File: src/rtl/pc_sequencer.sv
// Multi-cycle IF/ID/EX/MEM/WB sequencer: decodes the instruction class and drives
// PC/IR/regfile strobes, memory handshakes, the next-PC source select and a retire counter.
module pc_sequencer #(
  parameter int         CNT_W    = 32,
  parameter logic [5:0] JR_FUNCT = 6'b001000
) (
  input  logic             clk,
  input  logic             rst_n,
  input  logic [5:0]       opcode,
  input  logic [5:0]       funct,
  input  logic             imemReady,
  input  logic             dmemReady,
  input  logic             stall,
  output logic             imemReq,
  output logic             dmemReq,
  output logic             dmemWrite,
  output logic             irWrite,
  output logic             pcWrite,
  output logic [1:0]       nPCFrom,
  output logic             regWrite,
  output logic             linkSel,
  output logic             illegal,
  output logic [2:0]       state,
  output logic [CNT_W-1:0] instret
);

  typedef enum logic [2:0] {
    S_IF  = 3'd0,
    S_ID  = 3'd1,
    S_EX  = 3'd2,
    S_MEM = 3'd3,
    S_WB  = 3'd4
  } state_t;

  typedef enum logic [2:0] {
    C_ALU = 3'd0,
    C_LD  = 3'd1,
    C_ST  = 3'd2,
    C_JMP = 3'd3,
    C_JAL = 3'd4,
    C_BR  = 3'd5,
    C_JR  = 3'd6,
    C_ILL = 3'd7
  } cls_t;

  localparam logic [1:0] NPC_SEQ = 2'b00;
  localparam logic [1:0] NPC_BR  = 2'b01;
  localparam logic [1:0] NPC_J   = 2'b10;
  localparam logic [1:0] NPC_REG = 2'b11;

  state_t     st;
  cls_t       cls;
  cls_t       dec;
  logic [1:0] npc_q;
  logic [1:0] dec_npc;
  logic       act;
  logic       is_xfer;

  always_comb begin
    dec = C_ILL;
    case (opcode)
      6'b000000: dec = (funct == JR_FUNCT) ? C_JR : C_ALU;
      6'b000010: dec = C_JMP;
      6'b000011: dec = C_JAL;
      6'b000100,
      6'b000101: dec = C_BR;
      6'b100011: dec = C_LD;
      6'b101011: dec = C_ST;
      default:   dec = (opcode[5:3] == 3'b001) ? C_ALU : C_ILL;
    endcase
  end

  always_comb begin
    dec_npc = NPC_SEQ;
    case (dec)
      C_JMP, C_JAL: dec_npc = NPC_J;
      C_BR:         dec_npc = NPC_BR;
      C_JR:         dec_npc = NPC_REG;
      default:      dec_npc = NPC_SEQ;
    endcase
  end

  // Strobes are suppressed while held in reset as well as while stalled.
  assign act     = rst_n && !stall;
  assign is_xfer = (cls == C_JMP) || (cls == C_JAL) || (cls == C_BR) || (cls == C_JR);

  assign imemReq   = act && (st == S_IF);
  assign irWrite   = act && (st == S_IF) && imemReady;
  assign dmemReq   = act && (st == S_MEM);
  assign dmemWrite = act && (st == S_MEM) && (cls == C_ST);
  assign pcWrite   = act && (((st == S_EX) && is_xfer) ||
                             ((st == S_MEM) && (cls == C_ST) && dmemReady) ||
                             (st == S_WB));
  assign regWrite  = act && (((st == S_EX) && (cls == C_JAL)) ||
                             ((st == S_WB) && (cls != C_ILL)));
  assign linkSel   = act && (st == S_EX) && (cls == C_JAL);
  assign illegal   = act && (st == S_EX) && (cls == C_ILL);

  assign nPCFrom = npc_q;
  assign state   = st;

  always_ff @(posedge clk) begin
    if (!rst_n) begin
      st      <= S_IF;
      cls     <= C_ALU;
      npc_q   <= NPC_SEQ;
      instret <= '0;
    end else if (!stall) begin
      if (pcWrite) begin
        instret <= instret + 1'b1;
        npc_q   <= NPC_SEQ;
      end
      case (st)
        S_IF: if (imemReady) st <= S_ID;
        S_ID: begin
          cls   <= dec;
          npc_q <= dec_npc;
          st    <= S_EX;
        end
        S_EX: begin
          case (cls)
            C_LD, C_ST:  st <= S_MEM;
            C_ALU, C_ILL: st <= S_WB;
            default:     st <= S_IF;
          endcase
        end
        S_MEM: if (dmemReady) st <= (cls == C_ST) ? S_IF : S_WB;
        S_WB:  st <= S_IF;
        default: st <= S_IF;
      endcase
    end
  end

endmodule

File: config.mk
export PLATFORM = sky130hd
export DESIGN_NAME = pc_sequencer
export DESIGN_NICKNAME = d
export VERILOG_FILES = /design/src/rtl/pc_sequencer.sv
export SDC_FILE = /design/constraint.sdc
export NUM_CORES = 1
export LEC_CHECK = 0
export CORE_MARGIN = 2
export CORE_UTILIZATION = 66
export CTS_BUF_LIST = sky130_fd_sc_hd__clkbuf_4
export DETAILED_ROUTE_END_ITERATION = 8
export DONT_BUFFER_PORTS = 1
export HOLD_SLACK_MARGIN = 0.15
export PLACE_DENSITY = 0.8
export SKIP_CTS_REPAIR_TIMING = 1
export SLEW_MARGIN = 20
export SYNTH_ARGS = -nofsm -noshare
export SYNTH_HDL_FRONTEND = slang
export SYNTH_SLANG_ARGS = --single-unit
File: constraint.sdc
create_clock -name clk -period 3.02 [get_ports clk]
set_clock_uncertainty 0.15 [all_clocks]
set_input_delay 0.302 -clock clk [delete_from_list [all_inputs] [get_ports clk]]
set_output_delay 0.302 -clock clk [all_outputs]
set_load 0.03 [all_outputs]
==> impl_metrics.csv, run 1 <==
group,metric,value,unit
run_status,result_of_the_run,"complete, no violations",
timing,timing.max_slew.rel_slack,0.387,
setup_path,critical_path.max_fanout,17,
setup_path,criticalPathCategory,"flip-flop to primary output",
power_and_ir_drop,powerDensity,415,nW/um^2
timing,setup-tns-final,0,ns
detailed_routing,drc,0,
clocking,clkSinkCount,40,
setup_path,cp_slowest_stage_delay,0.69,ns
timing,finalSetupViolCount,0,
power_and_ir_drop,power,1050,uW
timing,tightest_slew,0.918,ns
yosys,synth_nets,306,
final_layout,layoutNonFillerInstCount,343,
yosys,post-synth-top-area-fraction,0.343,
run,max_cap_viol_count,0,
detailed_routing,routed_via_density,6.48,
yosys,synth.cells.most_frequent,"40 x dfxtp_1, 28 x nand2_1, 26 x a21oi_1",
detailed_routing,drt-total-wl,5.32,mm
yosys,yosysWarnings,0,
final_layout,final_core_area_utilization,0.749,
detailed_routing,drt_iter0_markers,184,
worst_hold_path,hold-path-cell-count,2,
yosys,synth_area_leaders,"dfxtp_1 34%, a21oi_1 5.6%, nand2_1 4.5%",
yosys,synthCells,288,
setup_path,critical_path.endpoint_type,"primary output",
place,numPlacedInstances,331,
timing,period_share,0.881,
power_and_ir_drop,vdd.ir_drop.worst,0.328,mV
setup_path,cp_data_required_time,2.57,ns
floorplan,floorplan_die_width,63.4,microns
global_routing,first_pass_grt_wire_length,9.41,mm
setup_path,chain_of_cells_forming_the_critical_path,"nor3b_1 > a41o_1 > o21ai_1 > clkinv_1",
yosys,synthFlopType,"dfxtp_1",
detailed_routing,drt_first_pass_iters,4,
yosys,yosys.area.top_type,"dfxtp_1",
clocking,cts_tree,"built",
final_layout,insertedDiodeCount,0,
floorplan,fp-row-count,21,
detailed_routing,dr_total_vias,2224,
global_routing,grtUsageTotal,0.285,
timing,number_of_max_slew_violations_in_the_final_report,0,
global_routing,antenna_violations_before_repair,0,
clocking,worst_skew_pair.late_latency,0.35,ns
clocking,max-clock-path-buffers,2,
global_routing,number_of_global_route_vias_before_repair,2125,
setup_path,timing.critical_path.arrival,2.21,ns
final_layout,drive_gt1_frac,0.111,
floorplan,coreArea,3360,sq um
timing,setup_repair_after_global_routing_missed_its_margin,"no",
yosys,synth_area_per_cell,8.10,sq um
detailed_routing,routed_wire_length_per_instance,15.5,microns
yosys,synth.most_common_cell,"dfxtp_1",
place,routabilityCongestion,0.820,
final_layout,areaGrowthSynthToFinish,7.99,%
global_routing,grt_start_max_net_pins,31,
power_and_ir_drop,leakage,0.000853,uW
place,portBuffers,0,
yosys,synth.ff_latch_count,40,
yosys,synth-edff-count,0,
place,dp_hpwl,3.70,mm
clocking,tritoncts.num_buffers,5,
setup_path,start_kind,"flip-flop",
timing,final_period_minus_worst_setup_slack,2.66,ns
setup_path,worst_r2r_path_depth,5,
timing,final-hold-violation-count,0,
clocking,clkTransAtPathRegs,0.12,ns
floorplan,fp.dieH,63.4,microns
floorplan,io_pins,62,
yosys,synthesis.area,2330,sq um
yosys,ys_seq_area_frac,0.343,
final_layout,post_layout_net_count,314,
setup_path,critical-path-slowest-cell,"dfxtp_1",
timing,max_freq,376,MHz
floorplan,fp.dieArea,4030,sq um
global_routing,grt_overflow_total,0,
clocking,h-tree-depth,2,
yosys,share_of_synthesized_flip_flops_with_an_asynchronous_set_or_reset,0,
yosys,synthDistinctLibCells,58,
floorplan,start_util,0.693,
detailed_routing,drtAntennaViolNets,0,
worst_hold_path,hold_class,"input pin to flip-flop",
clocking,clock-root-buffer,"clkbuf_4",
-- power by group --
part | switching, uW | internal (uW)
Sequential | 29.1 | 536
Clock | 188 | 177
Combinational | 64.7 | 49.9
Total | 282 | 763
-- placed cells by master, fill, tap and decap left out, types with 2 or more instances in the layout --
master / n
or2_2: 3
o211a_1: 2
o31ai_1: 3
inv_1: 7
nor4_1: 2
nand4b_1: 5
nand2_1: 28
and2_1: 5
mux2i_1: 8
nand4_1: 11
and4_1: 5
buf_4: 13
clkbuf_4: 5
nor3b_1: 2
nor2b_1: 3
nand2b_1: 7
and3_1: 4
o211ai_1: 3
nor2_1: 17
dlygate4sd3_1: 3
dfxtp_1: 40
a21oi_1: 26
o21ai_0: 19
a211o_1: 2
nand3b_1: 2
or3_1: 12
a211oi_1: 2
nor3_1: 4
nand3_1: 12
or4_1: 4
a31oi_1: 4
xnor2_1: 5
-- registers in the layout, summed over array words and instances (netlist names) --
| name | count |
|---|---|
| instret | 32 |
| nPCFrom | 2 |
| state | 3 |
| cls | 3 |
-- worst max-delay path: cells and delay by family (launching register included) --
kind,cells,cell delay [ns]
AOI/OAI and AO/OA,2,0.57
buffers and inverters,1,0.45
DFF,1,0.69
and+or+nand+nor,1,0.15
-- final cells by class --
| cell class | instances | area, sq um |
|---|---|---|
| clock buffer | 5 | 37.5 |
| clock inverter | 3 | 46.3 |
| tap | 46 | 57.6 |
| fill | 296 | 845 |
| inverter | 8 | 30.0 |
| sequential | 40 | 801 |
| multi-input combinational | 224 | 1410 |
| timing repair buffer | 17 | 133 |
-- per-layer routing --
| layer | vias to the layer above | track usage | wire, microns |
|---|---|---|---|
| li1 | 1101 | - | - |
| met1 | 1039 | 0.378 | 2380 |
| met2 | 75 | 0.459 | 2470 |
| met3 | 9 | 0.0661 | 395 |
| met4 | 0 | 0.0924 | 75 |
| met5 | - | 0 | 0 |
-- stage by stage --
step	hold WS (ns)	setup slack (ns)	area, sq um
CTS	-0.105	0.375	2480
finish	0.122	0.359	2520
detailed placement	0.277	0.477	2400
global route	0.152	0.178	2520
global placement	0.275	0.522	2400
floorplan	0.295	0.507	2330
-- worst paths after layout --
path	startpoint	slack, ns	endpoint
worst min-delay path	opcode[4]	0.12	cls[1]$_SDFFE_PN0P_
worst max-delay path	state[1]$_SDFFE_PN0P_	0.36	pcWrite
worst min register to register	state[2]$_SDFFE_PN0P_	0.45	state[2]$_SDFFE_PN0P_
worst max register to register	instret[8]$_SDFFE_PN0P_	0.44	instret[20]$_SDFFE_PN0P_
-- kinds of logic after synthesis --
logic type / Yosys count / share of synthesized area
compound gates: 78 / 0.219
xor+xnor: 6 / 0.0225
fa+ha+maj: 1 / 0.00536
buf+inv: 24 / 0.0504
flops: 40 / 0.343
mux: 8 / 0.0343
simple gates: 131 / 0.325
Note: power is estimated with default switching activity, not from simulation.
==> run 2, diff against run 1 <==
--- a/config.mk
+++ b/config.mk
@@ -6,12 +6,12 @@
 export NUM_CORES = 1
 export LEC_CHECK = 0
 export CORE_MARGIN = 2
-export CORE_UTILIZATION = 66
+export CORE_UTILIZATION = 55
 export CTS_BUF_LIST = sky130_fd_sc_hd__clkbuf_4
 export DETAILED_ROUTE_END_ITERATION = 8
 export DONT_BUFFER_PORTS = 1
 export HOLD_SLACK_MARGIN = 0.15
-export PLACE_DENSITY = 0.8
+export PLACE_DENSITY = 0.68
 export SKIP_CTS_REPAIR_TIMING = 1
 export SLEW_MARGIN = 20
 export SYNTH_ARGS = -nofsm -noshare
==> run 2 against run 1 <==
Register-to-register slack improved by 0.07 ns. Hold slack improved by 0.0066 ns. Non-clock buffer count increased by 2. Flip-flop and latch count unchanged. Largest cell class unchanged. Final cell count increased by 1.7%. Final area decreased by 0.20%. Sequential share of layout area increased by 0.063 points. Sequential power decreased by 0.7%. Critical path type unchanged. First-iteration DRC count decreased by 43%.
==> impl_metrics.csv, run 2 (synthesized netlist as in run 1, its figures left out) <==
group,metric,value,unit
clocking,clock-root-buffer,"clkbuf_4",
floorplan,start_util,0.579,
floorplan,fp.dieArea,4780,sq um
power_and_ir_drop,vdd.ir_drop.worst,0.252,mV
detailed_routing,drtAntennaViolNets,0,
setup_path,critical_path.max_fanout,7,
timing,finalSetupViolCount,0,
clocking,worst_skew_pair.late_latency,0.35,ns
run_status,result_of_the_run,"complete, no violations",
global_routing,grtUsageTotal,0.211,
global_routing,first_pass_grt_wire_length,8.33,mm
power_and_ir_drop,powerDensity,379,nW/um^2
timing,period_share,0.858,
setup_path,critical_path.endpoint_type,"primary output",
global_routing,grt_overflow_total,0,
floorplan,coreArea,4030,sq um
place,routabilityCongestion,0.827,
setup_path,criticalPathCategory,"flip-flop to primary output",
final_layout,mostFrequentLayoutCells,"40 x dfxtp_1, 28 x nand2_1, 26 x a21oi_1, 19 x o21ai_0, 17 x nor2_1",
timing,final_period_minus_worst_setup_slack,2.59,ns
final_layout,registers.top_by_ff_count,"instret",
place,portBuffers,0,
timing,timing.max_slew.rel_slack,0.349,
setup_path,minimum_setup_slack_among_reg_to_reg_paths,0.51,ns
detailed_routing,routed_via_density,6.05,
clocking,clkSinkCount,40,
detailed_routing,routed_wire_length_per_instance,14.9,microns
final_layout,drive_gt1_frac,0.114,
final_layout,mostFrequentLayoutCell,"dfxtp_1",
global_routing,antenna_violations_before_repair,0,
clocking,tritoncts.num_buffers,5,
timing,number_of_max_slew_violations_in_the_final_report,0,
floorplan,fp-row-count,23,
timing,setup-tns-final,0,ns
place,dp_hpwl,3.69,mm
worst_hold_path,hold-path-cell-count,2,
final_layout,areaGrowthSynthToFinish,7.78,%
final_layout,post_layout_net_count,316,
worst_hold_path,hold_class,"input pin to flip-flop",
final_layout,insertedDiodeCount,0,
floorplan,fp.dieH,69.1,microns
power_and_ir_drop,leakage,0.000859,uW
global_routing,grt_start_max_net_pins,31,
power_and_ir_drop,power,953,uW
detailed_routing,drc,0,
setup_path,cp_data_required_time,2.57,ns
final_layout,filler_cell_count,358,
detailed_routing,drt_first_pass_iters,4,
detailed_routing,drt_iter0_markers,104,
detailed_routing,dr_total_vias,2112,
setup_path,timing.critical_path.arrival,2.14,ns
clocking,clkTransAtPathRegs,0.11,ns
run,max_cap_viol_count,0,
setup_path,worst_r2r_path_depth,6,
global_routing,number_of_global_route_vias_before_repair,1768,
timing,setup_repair_after_global_routing_missed_its_margin,"no",
timing,tightest_slew,0.972,ns
detailed_routing,drt-total-wl,5.20,mm
clocking,h-tree-depth,2,
floorplan,floorplan_die_width,69.1,microns
setup_path,start_kind,"flip-flop",
timing,max_freq,386,MHz
floorplan,io_pins,62,
clocking,cts_tree,"built",
timing,final-hold-violation-count,0,
final_layout,largest_register_ffs,32,
clocking,max-clock-path-buffers,2,
-- run 2: cell types whose count changed in the layout (fill, tap and decap cells not counted) --
cell	previous run	this run
buf_2	1	0
buf_4	13	16
bufinv_16	1	0
clkbuf_4	5	7
clkinv_1	1	2
clkinvlp_4	1	0
inv_6	1	0
-- run 2: routing by layer --
metal | global-route usage | share of wire | vias up
li1 | - | - | 1097
met1 | 0.299 | 0.49 | 943
met2 | 0.294 | 0.42 | 68
met3 | 0.0936 | 0.091 | 4
met4 | 0.0458 | 0.0060 | 0
met5 | 0 | 0 | -
-- run 2: worst max-delay path, cell delays in order (launching register included) --
cell      delay (ns)
dfxtp_1         0.64
nor3b_1         0.15
a41o_1          0.24
o21ai_1         0.32
clkinv_1        0.45
-- run 2: area by class of cell --
| cell class | instances | area (sq um) | area share |
|---|---|---|---|
| clock buffers | 7 | 52.6 | 0.0209 |
| clock inverters | 1 | 3.75 | 0.00149 |
| inverters | 8 | 30.0 | 0.0119 |
| multi-input cells | 224 | 1410 | 0.562 |
| flip-flops and latches | 40 | 801 | 0.319 |
| well taps | 50 | 62.6 | 0.0249 |
| repair buffers | 19 | 150 | 0.0597 |
-- run 2: power breakdown --
part / internal, uW / switching [uW]
registers: 536 / 25.0
clock network: 108 / 165
logic: 51.4 / 68.2
total: 695 / 258
-- run 2: through the flow --
step	instances	hold WS, ns	setup slack, ns	util	area, sq um
global route	349	0.153	0.222	0.624	2510
finish	349	0.129	0.429	0.624	2510
floorplan	288	0.295	0.507	-	2330
global placement	338	0.274	0.559	0.602	2430
CTS	346	-0.0810	0.393	0.616	2480
detailed placement	338	0.282	0.535	0.602	2430
-- run 2: worst paths after layout --
kind                      startpoint                        to
max            state[1]$_SDFFE_PN0P_                   pcWrite
min                        opcode[4]       cls[1]$_SDFFE_PN0P_
max reg2reg  instret[0]$_SDFFE_PN0P_  instret[30]$_SDFFE_PN0P_
min reg2reg  instret[4]$_SDFFE_PN0P_   instret[4]$_SDFFE_PN0P_
==> run 3, diff against run 2 <==
--- a/config.mk
+++ b/config.mk
@@ -5,6 +5,7 @@
 export SDC_FILE = /design/constraint.sdc
 export NUM_CORES = 1
 export LEC_CHECK = 0
+export CORE_ASPECT_RATIO = 0.8
 export CORE_MARGIN = 2
 export CORE_UTILIZATION = 55
 export CTS_BUF_LIST = sky130_fd_sc_hd__clkbuf_4
@@ -17,3 +18,4 @@
 export SYNTH_ARGS = -nofsm -noshare
 export SYNTH_HDL_FRONTEND = slang
 export SYNTH_SLANG_ARGS = --single-unit
+export TNS_END_PERCENT = 1
==> run 3 against run 2 <==
Die area barely moved. Register-to-register slack improved by 0.05 ns. Highest routed layer unchanged. Via count rose by 1.8%. Largest cell class unchanged. Critical endpoint unchanged. Global-route usage rose by 1.8 points. Largest power group unchanged.
==> impl_metrics.csv, run 3 (synthesized netlist as in run 1, its figures left out) <==
group,metric,value,unit
power_and_ir_drop,leakage,0.000859,uW
setup_path,critical-path-slowest-cell,"dfxtp_1",
timing,timing.final.ws_setup,0.431,ns
power_and_ir_drop,switchingPower,262,uW
timing,hold-worst-slack,0.158,ns
final_layout,registers.top_by_ff_count,"instret",
final_layout,drive_gt1_frac,0.114,
clocking,cts_tree,"built",
power_and_ir_drop,power.combinational.fraction,0.124,
floorplan,coreArea,4130,sq um
detailed_routing,drc,0,
global_routing,grtUsageTotal,0.229,
setup_path,cp_data_required_time,2.57,ns
timing,number_of_max_slew_violations_in_the_final_report,0,
run,max_cap_viol_count,0,
worst_hold_path,hold_path_startpoint,"opcode[4]",
detailed_routing,routed_via_density,6.04,
clocking,clock-root-buffer,"clkbuf_4",
detailed_routing,routed_wire_length_per_instance,15.0,microns
detailed_routing,drtAntennaViolNets,0,
clocking,tritoncts.num_buffers,5,
global_routing,grt_start_max_net_pins,31,
place,routabilityCongestion,0.799,
place,dp_hpwl,3.79,mm
run_status,result_of_the_run,"complete, no violations",
final_layout,mostFrequentLayoutCells,"40 x dfxtp_1, 28 x nand2_1, 26 x a21oi_1, 19 x o21ai_0, 17 x nor2_1",
final_layout,filler_cell_count,392,
floorplan,start_util,0.565,
setup_path,critical_path.endpoint_type,"primary output",
timing,period_share,0.857,
timing,setup_repair_after_global_routing_missed_its_margin,"no",
floorplan,fp.dieH,62.2,microns
floorplan,fp.dieArea,4780,sq um
final_layout,largest_register_ffs,32,
setup_path,start_kind,"flip-flop",
timing,finalSetupViolCount,0,
timing,final_period_minus_worst_setup_slack,2.59,ns
setup_path,cp_slowest_stage_delay,0.66,ns
setup_path,chain_of_cells_forming_the_critical_path,"nor3b_1 > a41o_1 > o21ai_1 > clkinv_1 > buf_4",
power_and_ir_drop,netSwitchingFraction,0.274,
power_and_ir_drop,clkPwrFrac,0.289,
floorplan,floorplan_die_width,76.8,microns
detailed_routing,drt_first_pass_iters,4,
setup_path,timing.critical_path.arrival,2.14,ns
final_layout,post-route-cell-area,2520,sq um
final_layout,mostFrequentLayoutCell,"dfxtp_1",
clocking,max-clock-path-buffers,2,
timing,tightest_slew,1.00,ns
global_routing,first_pass_grt_wire_length,9.05,mm
place,post-place-ws,0.596,ns
global_routing,number_of_global_route_vias_before_repair,1959,
place,placed_area,2440,sq um
timing,max_freq,386,MHz
final_layout,post_layout_net_count,316,
clocking,worst_skew_pair.late_latency,0.33,ns
power_and_ir_drop,powerDensity,379,nW/um^2
final_layout,insertedDiodeCount,0,
detailed_routing,drt-total-wl,5.36,mm
timing,final-hold-violation-count,0,
global_routing,antenna_violations_before_repair,0,
clocking,clkTransAtPathRegs,0.12,ns
setup_path,worst_r2r_startpoint,"instret[0]$_SDFFE_PN0P_",
power_and_ir_drop,power.share.sequential,0.587,
clocking,clkSinkCount,40,
detailed_routing,dr_total_vias,2150,
detailed_routing,drt_iter0_markers,117,
floorplan,fp-row-count,21,
worst_hold_path,hold_class,"input pin to flip-flop",
power_and_ir_drop,intPower,694,uW
floorplan,io_pins,62,
setup_path,cp_startpoint,"state[1]$_SDFFE_PN0P_",
final_layout,areaGrowthSynthToFinish,8.15,%
setup_path,critical_path.max_fanout,7,
global_routing,grt_overflow_total,0,
place,portBuffers,0,
timing,timing.max_slew.rel_slack,0.332,
power_and_ir_drop,vdd.ir_drop.worst,0.235,mV
timing,setup-tns-final,0,ns
setup_path,criticalPathCategory,"flip-flop to primary output",
clocking,h-tree-depth,2,
[run 3: worst max-delay path: cells and delay by family (launching register included)]
kind | cells | cell delay [ns]
flip-flops | 1 | 0.66
AO/OA/AOI/OAI | 2 | 0.61
buffers and inverters | 2 | 0.39
AND/OR/NAND/NOR | 1 | 0.15
[run 3: per-stage QoR]
stage                     cells  utilization  total power, uW
final                       356        0.611              956
after global routing        356        0.611             1010
after CTS                   353        0.604              961
after detailed placement    345        0.591              684
after global placement      345        0.591              683
after floorplan             288            -              669
[run 3: worst paths after layout]
kind | endpoint | slack, ns | cells past startpoint
worst min-delay path | cls[1]$_SDFFE_PN0P_ | 0.16 | 2
worst max-delay path | pcWrite | 0.43 | 5
worst min register to register | instret[4]$_SDFFE_PN0P_ | 0.48 | 2
worst max register to register | instret[30]$_SDFFE_PN0P_ | 0.56 | 6
[run 3: final cells by class]
class	instances	area, sq um	share of cell area
sequential	40	801	0.317
timing repair buffer	19	150	0.0595
tap	57	71.3	0.0283
multi-input combinational	224	1410	0.561
clock inverter	1	3.75	0.00149
inverter	8	30.0	0.0119
clock buffer	7	52.6	0.0208
[run 3: metal layers]
metal,vias up,part of all wire,routed length [microns],global-route usage
met3,4,0.066,356,0.0770
met1,992,0.52,2770,0.325
met5,-,0,0,0
met2,56,0.41,2210,0.330
met4,0,0.0050,27,0.0636
li1,1098,-,-,-
[run 3: power by group through the flow]
| stage | registers [uW] | clock network (uW) | logic (uW) |
|---|---|---|---|
| 6_report | 561 | 276 | 118 |
| 5_1_grt | 565 | 309 | 132 |
| 2_1_floorplan | 563 | 0 | 106 |
| 3_5_place_dp | 573 | 0 | 111 |
| 3_3_place_gp | 573 | 0 | 110 |
| 4_1_cts | 561 | 289 | 111 |
